===== src/rtl/alu_mul_seq.sv =====
// alu_mul_seq
// Shift-add multiply sequencer that borrows the shared 32-bit ALU to form the
// low 32 bits of a 32x32 product, one ADD per cycle. Because only the low word
// is kept, the result is the same for signed and unsigned operands.
//
// Ports
//   clk          system clock, rising edge
//   rst_n        asynchronous active-low reset
//   start        request pulse, honoured only while idle
//   op_a, op_b   multiplicand / multiplier, captured with an accepted start
//   busy         high while the add sequence is running
//   done         one-cycle completion pulse
//   result       registered product low word, held until the next completion
//   alu_dataA    ALU operand A (accumulator while running, else 0)
//   alu_dataB    ALU operand B (shifted multiplicand or 0)
//   alu_Signal   ALU function code, always ADD
//   alu_dataOut  combinational ALU sum, consumed in the cycle it is driven
module alu_mul_seq #(
  parameter int          EARLY_EXIT = 1,
  parameter logic [5:0]  ADD_CODE   = 6'b100000
) (
  input  logic        clk,
  input  logic        rst_n,
  input  logic        start,
  input  logic [31:0] op_a,
  input  logic [31:0] op_b,
  output logic        busy,
  output logic        done,
  output logic [31:0] result,
  output logic [31:0] alu_dataA,
  output logic [31:0] alu_dataB,
  output logic [5:0]  alu_Signal,
  input  logic [31:0] alu_dataOut
);

  localparam logic [1:0] S_IDLE = 2'd0;
  localparam logic [1:0] S_RUN  = 2'd1;
  localparam logic [1:0] S_DONE = 2'd2;

  logic [1:0]  state;
  logic [31:0] mcand;
  logic [31:0] mplier;
  logic [31:0] acc;
  logic [4:0]  cnt;
  logic        last_step;

  // The current step is the last one when all 32 steps are spent, or (with
  // early exit) when no multiplier bits remain above the one being consumed.
  always_comb begin
    last_step = (cnt == 5'd31);
    if ((EARLY_EXIT != 0) && (mplier[31:1] == 31'd0))
      last_step = 1'b1;
  end

  // ALU drive: accumulate while running, park at 0 + 0 otherwise.
  always_comb begin
    busy       = (state == S_RUN);
    done       = (state == S_DONE);
    alu_Signal = ADD_CODE;
    alu_dataA  = 32'd0;
    alu_dataB  = 32'd0;
    if (state == S_RUN) begin
      alu_dataA = acc;
      alu_dataB = mplier[0] ? mcand : 32'd0;
    end
  end

  // Sequencer state: ALU sum registered back into the accumulator each step.
  always_ff @(posedge clk or negedge rst_n) begin
    if (!rst_n) begin
      state  <= S_IDLE;
      mcand  <= 32'd0;
      mplier <= 32'd0;
      acc    <= 32'd0;
      cnt    <= 5'd0;
      result <= 32'd0;
    end else begin
      case (state)
        S_IDLE: begin
          if (start) begin
            mcand  <= op_a;
            mplier <= op_b;
            acc    <= 32'd0;
            cnt    <= 5'd0;
            state  <= S_RUN;
          end
        end
        S_RUN: begin
          acc    <= alu_dataOut;
          mcand  <= {mcand[30:0], 1'b0};
          mplier <= {1'b0, mplier[31:1]};
          cnt    <= cnt + 5'd1;
          if (last_step) begin
            result <= alu_dataOut;
            state  <= S_DONE;
          end
        end
        S_DONE: state <= S_IDLE;
        default: state <= S_IDLE;
      endcase
    end
  end

endmodule


===== config.mk =====
export PLATFORM = sky130hd
export DESIGN_NAME = alu_mul_seq
export DESIGN_NICKNAME = d
export VERILOG_FILES = /design/src/rtl/alu_mul_seq.sv
export SDC_FILE = /design/constraint.sdc
export NUM_CORES = 1
export LEC_CHECK = 0
export ABC_CLOCK_PERIOD_IN_PS = 5500
export CORE_AREA = 2 2 103 145
export CTS_CLUSTER_DIAMETER = 50
export DETAILED_ROUTE_END_ITERATION = 10
export DIE_AREA = 0 0 105 147
export GPL_ROUTABILITY_DRIVEN = 0
export PLACE_DENSITY_LB_ADDON = 0.3
export RECOVER_POWER = 50
export SYNTH_ARGS = -nofsm -noshare
export SYNTH_HDL_FRONTEND = slang
export SYNTH_SLANG_ARGS = --single-unit

===== constraint.sdc =====
create_clock -name clk -period 5.5 [get_ports clk]
set_input_delay 1.1 -clock clk [delete_from_list [all_inputs] [get_ports clk]]
set_output_delay 1.1 -clock clk [all_outputs]
set_load 0.01 [all_outputs]

# Word-level counts from Yosys, hierarchy flattened
# Index checks and enable logic that the tools add are counted.
classes:
  addsub: 1
  n_eq_ne: 5
  mux: 15
  reduce_logical: 6
ops:
  columns: ["operator", "n"]
  rows:
  - ["$mux W32", 6]
  - ["$pmux W32 S2", 3]
  - ["$logic_not A31 Y1", 1]
  - ["$pmux W5 S2", 1]
  - ["$reduce_and A2 Y1", 3]
  - ["$add A5 B1 Y5 const B", 1]
  - ["$eq A5 B5 Y1 const B", 1]
  - ["$mux W5", 1]
  - ["$mux W2", 2]
  - ["$pmux W2 S2", 1]
  - ["$eq A2 B1 Y1 const B", 1]
  - ["$eq A2 B2 Y1 const B", 1]
  - ["$logic_not A2 Y1", 1]
  - ["$ne A2 B1 Y1 const B", 1]
  - ["$ne A2 B2 Y1 const B", 1]
  - ["$reduce_bool A2 Y1", 1]
  - ["$mux W1", 1]
totals:
  register_bits: 135

# Depth between registers and ports, before layout
logic_depth:
  word_depth: 4
  ltp_mapped: 7
  mapped_depth_nobuf: 5

# Least setup slack after synthesis
# OpenSTA, ideal clock, no wires.
synth_timing:
  path_type: "register to output"
  startpoint: "register state[1]"
  endpoint: "output alu_dataA[10]"
  t_arrival_ns: 1.268
  t_required_ns: 4.400
  setup_slack_ns: 3.132
  stages_incl_launch_ff: 6
  n_path_buf: 2
  cell_sequence: "dfrtp_1 -> nand2b_2 -> inv_2 -> buf_2 -> clkbuf_1 -> and2_1"
synth_via:
  elab_chain_cells: 2
synth_lines:
  columns: ["element", "line", "text"]
  rows:
  - ["start: declaration", "40", "logic [1:0] state;"]
  - ["start signal: assignment", "71", "state <= S_IDLE;"]
  - ["start signal: assignment", "85", "state <= S_RUN;"]
  - ["start signal: assignment", "95", "state <= S_DONE;"]
  - ["$eq A2 B1 Y1", "62", "if (state == S_RUN) begin"]
  - ["$mux W32", "62", null]
  - ["end: declaration", "30", "output logic [31:0] alu_dataA,"]
# Every way passes these cells.

# Worst setup path after layout
layout_timing:
  startpoint: "register state[1]"
  endpoint: "output alu_dataB[13]"
layout_via:
  elab_chain_cells: 2
layout_lines:
  columns: ["element", "line", "text"]
  rows:
  - ["$eq A2 B1 Y1", "62", null]
  - ["$mux W32", "62", null]
  - ["end: declaration", "31", "output logic [31:0] alu_dataB,"]
# Every way passes these cells.

==> results.toml <==
[layout]
layout-drive-gt1-share = 0.0796
diodes = 0
final_cells = 1056
area_delta_synth_final_pct = 36.0
final_net_count = 957
final_util = 0.665

[worst_setup_path]
worstSetupPathType = "reg -> out"
worstPathArrival_ns = 2.83
rr_worst_depth = 5
r2r_setup_slack_ns = 1.61
worstPathCellList = "nand2b_2, inv_4, and3_1, clkdlybuf4s50_1"
start_kind = "register"
reg2reg_to = "result[9]"
cp-end-kind = "primary output"
required_ns = 4.40
critPathMaxFanout = 143
slowest_delay_ns = 0.82
r2r-start = "mplier[23]"
crit_slowest_cell = "inv_4"
startpoint = "state[1]"

[sta]
maxSlewViolCount = 35
fin_worst_skew_ns = 0.00905
finalHoldViolCount = 0
clock.fmax_mhz = 255
post-route-min-period_ns = 3.93
worstMarginPinSlew_ns = 2.59
rsz0062_at_grt = "false"
whs_ns = 0.491
setup_viol = 0
fin_crit_sh = 0.714
tns_ns = 0
relSlewSlack = -0.725

[cts]
cts-buffers-inserted = 17
tritoncts = "yes"
htreeDepth = 4
cts.clk_slew.worst_paths_ns = 0.06
postCtsSetupBuffers = 0
cts-root-buf = "clkbuf_16"
ctsLongestPathBuffers = 2
hold_buffers = 0
cts_resized = 0
worst_skew_pair.late_latency_ns = 0.41
clock-sinks = 135

[synthesis]
yosysMostFrequentCell = "dfrtp_1"
synth_top_cell_by_area = "dfrtp_1"
ys_seq_area_frac = 0.487
synth_top_area_share = 0.487
yosysUniqueCellTypes = 34
synthCells = 709
postSynth.asyncResetShare = 1.00
synth-warning-count = 0
synth_edf_count = 0
synth_common_cells = "135 x dfrtp_1, 62 x a22oi_1, 57 x nand2_1"
yosys_most_used_dff = "dfrtp_1"
synthTopCellsByArea = "dfrtp_1 49%, a22oi_1 6.7%, o311ai_2 6.6%"
synth-seq-cells = 135
avgSynthCellArea_um2 = 9.79
synth.cell_area_mm2 = 0.00694

[drt]
drtPass1Iterations = 5
wl_mm = 19.0
drcViolationCount = 0
drtIter0Drc = 404
ant_nets = 0
viasPerCell = 5.87
avgRoutedWirePerCell_um = 18.0
vias = 6203

[placed_design]
dp.final_hpwl_mm = 12.2
place_inst = 1026
port_buffers = 196

[floorplanning]
die_y_um = 147
rows = 52
initial_core_util = 0.489
core_area_mm2 = 0.0142
dieArea_mm2 = 0.0154
die_w_um = 105
ios = 203

[power]
power.leakage_nw = 3.89
p_per_area_mw_per_mm2 = 511
irDropWorstVdd_mv = 0.438
report.power.total_w = 0.00483

[global_routing]
grt_pass1_wl_mm = 31.4
gr-total-overflow = 0
grt_max_degree = 144
grt_pass1_vias = 6224
track_usage = 0.248
antenna_found_initial = 0

[worst_hold_path]
holdPathStages = 1
hold_class = "reg -> reg"
worstHoldStart = "acc[3]"
min_delay_worst_endpoint = "acc[3]"

[run_status]
outcome = "complete, but fails checks"
violations = "max-capacitance violations, max-slew violations"

[job]
cap_violations = 1
-- through the flow --
step	area (µm²)	worst slack (ns)
final	9440	1.57
after floorplan	6960	3.13
after CTS	9490	1.57
after detailed placement	8860	2.02
after global routing	9440	1.30
after global placement	8860	2.09
-- worst max-delay path by stage --
stage                    end  slack, ns  cells after the start
6_report       alu_dataB[13]       1.57                      4
5_1_grt            result[9]       1.30                      5
4_1_cts        alu_dataB[28]       1.57                      4
3_5_place_dp   alu_dataB[28]       2.02                      4
3_3_place_gp   alu_dataB[28]       2.09                      4
2_1_floorplan  alu_dataA[10]       3.13                      5
-- power by group --
group          internal [W]  switching (W)
Clock              0.000789       0.000409
Combinational      0.000983        0.00103
Sequential          0.00135       0.000270
Total               0.00312        0.00171
-- final cells by class --
class / instances / area [µm²]
Clock buffer: 22 / 474
Clock inverter: 8 / 146
Fill cell: 1162 / 4740
Inverter: 34 / 130
Multi-Input combinational cell: 462 / 3020
Sequential cell: 135 / 3380
Tap cell: 189 / 236
Timing Repair Buffer: 206 / 2050
-- registers in the layout, indices dropped and copies added (netlist names) --
register  count
result       32
mcand        32
state         2
mplier       32
cnt           5
acc          32
-- kinds of logic after synthesis --
family,count (synthesis),synth area share
compound gates,241,0.272
fa+ha+maj,2,0.00360
buf+inv,116,0.0770
flops,135,0.487
other cells,2,0.00108
simple gates,213,0.160
-- cell usage in the layout, fill, tap and decap left out, types with 7 or more instances in the layout --
master and count:
nand4_1 32, clkbuf_16 17, nor4_1 7, o21ai_0 35, a22oi_1 62, and2_1 32
dfrtp_1 133, a21oi_1 10, buf_4 9, nor2b_1 11, o21ai_1 31, a22o_1 34
nand2_1 57, dlygate4sd3_1 33, nor2_1 33, clkdlybuf4s50_1 162, inv_1 33, and3_1 33
a31oi_1 32, o311ai_2 22
-- critical path, delay by kind of cell (launching register included) --
kind | cells | cell delay (ns)
buffers and inverters | 2 | 1.37
flip-flops | 1 | 0.39
AND/OR/NAND/NOR | 2 | 0.54
-- routing by layer --
metal / track usage / vias to the layer above / routed length [µm]
met5: 0 / - / 0
met4: 0.0780 / 0 / 256
met3: 0.0524 / 21 / 1110
met2: 0.412 / 248 / 9670
met1: 0.327 / 3050 / 7940
li1: - / 2884 / -
(Power assumes the default switching activity.)
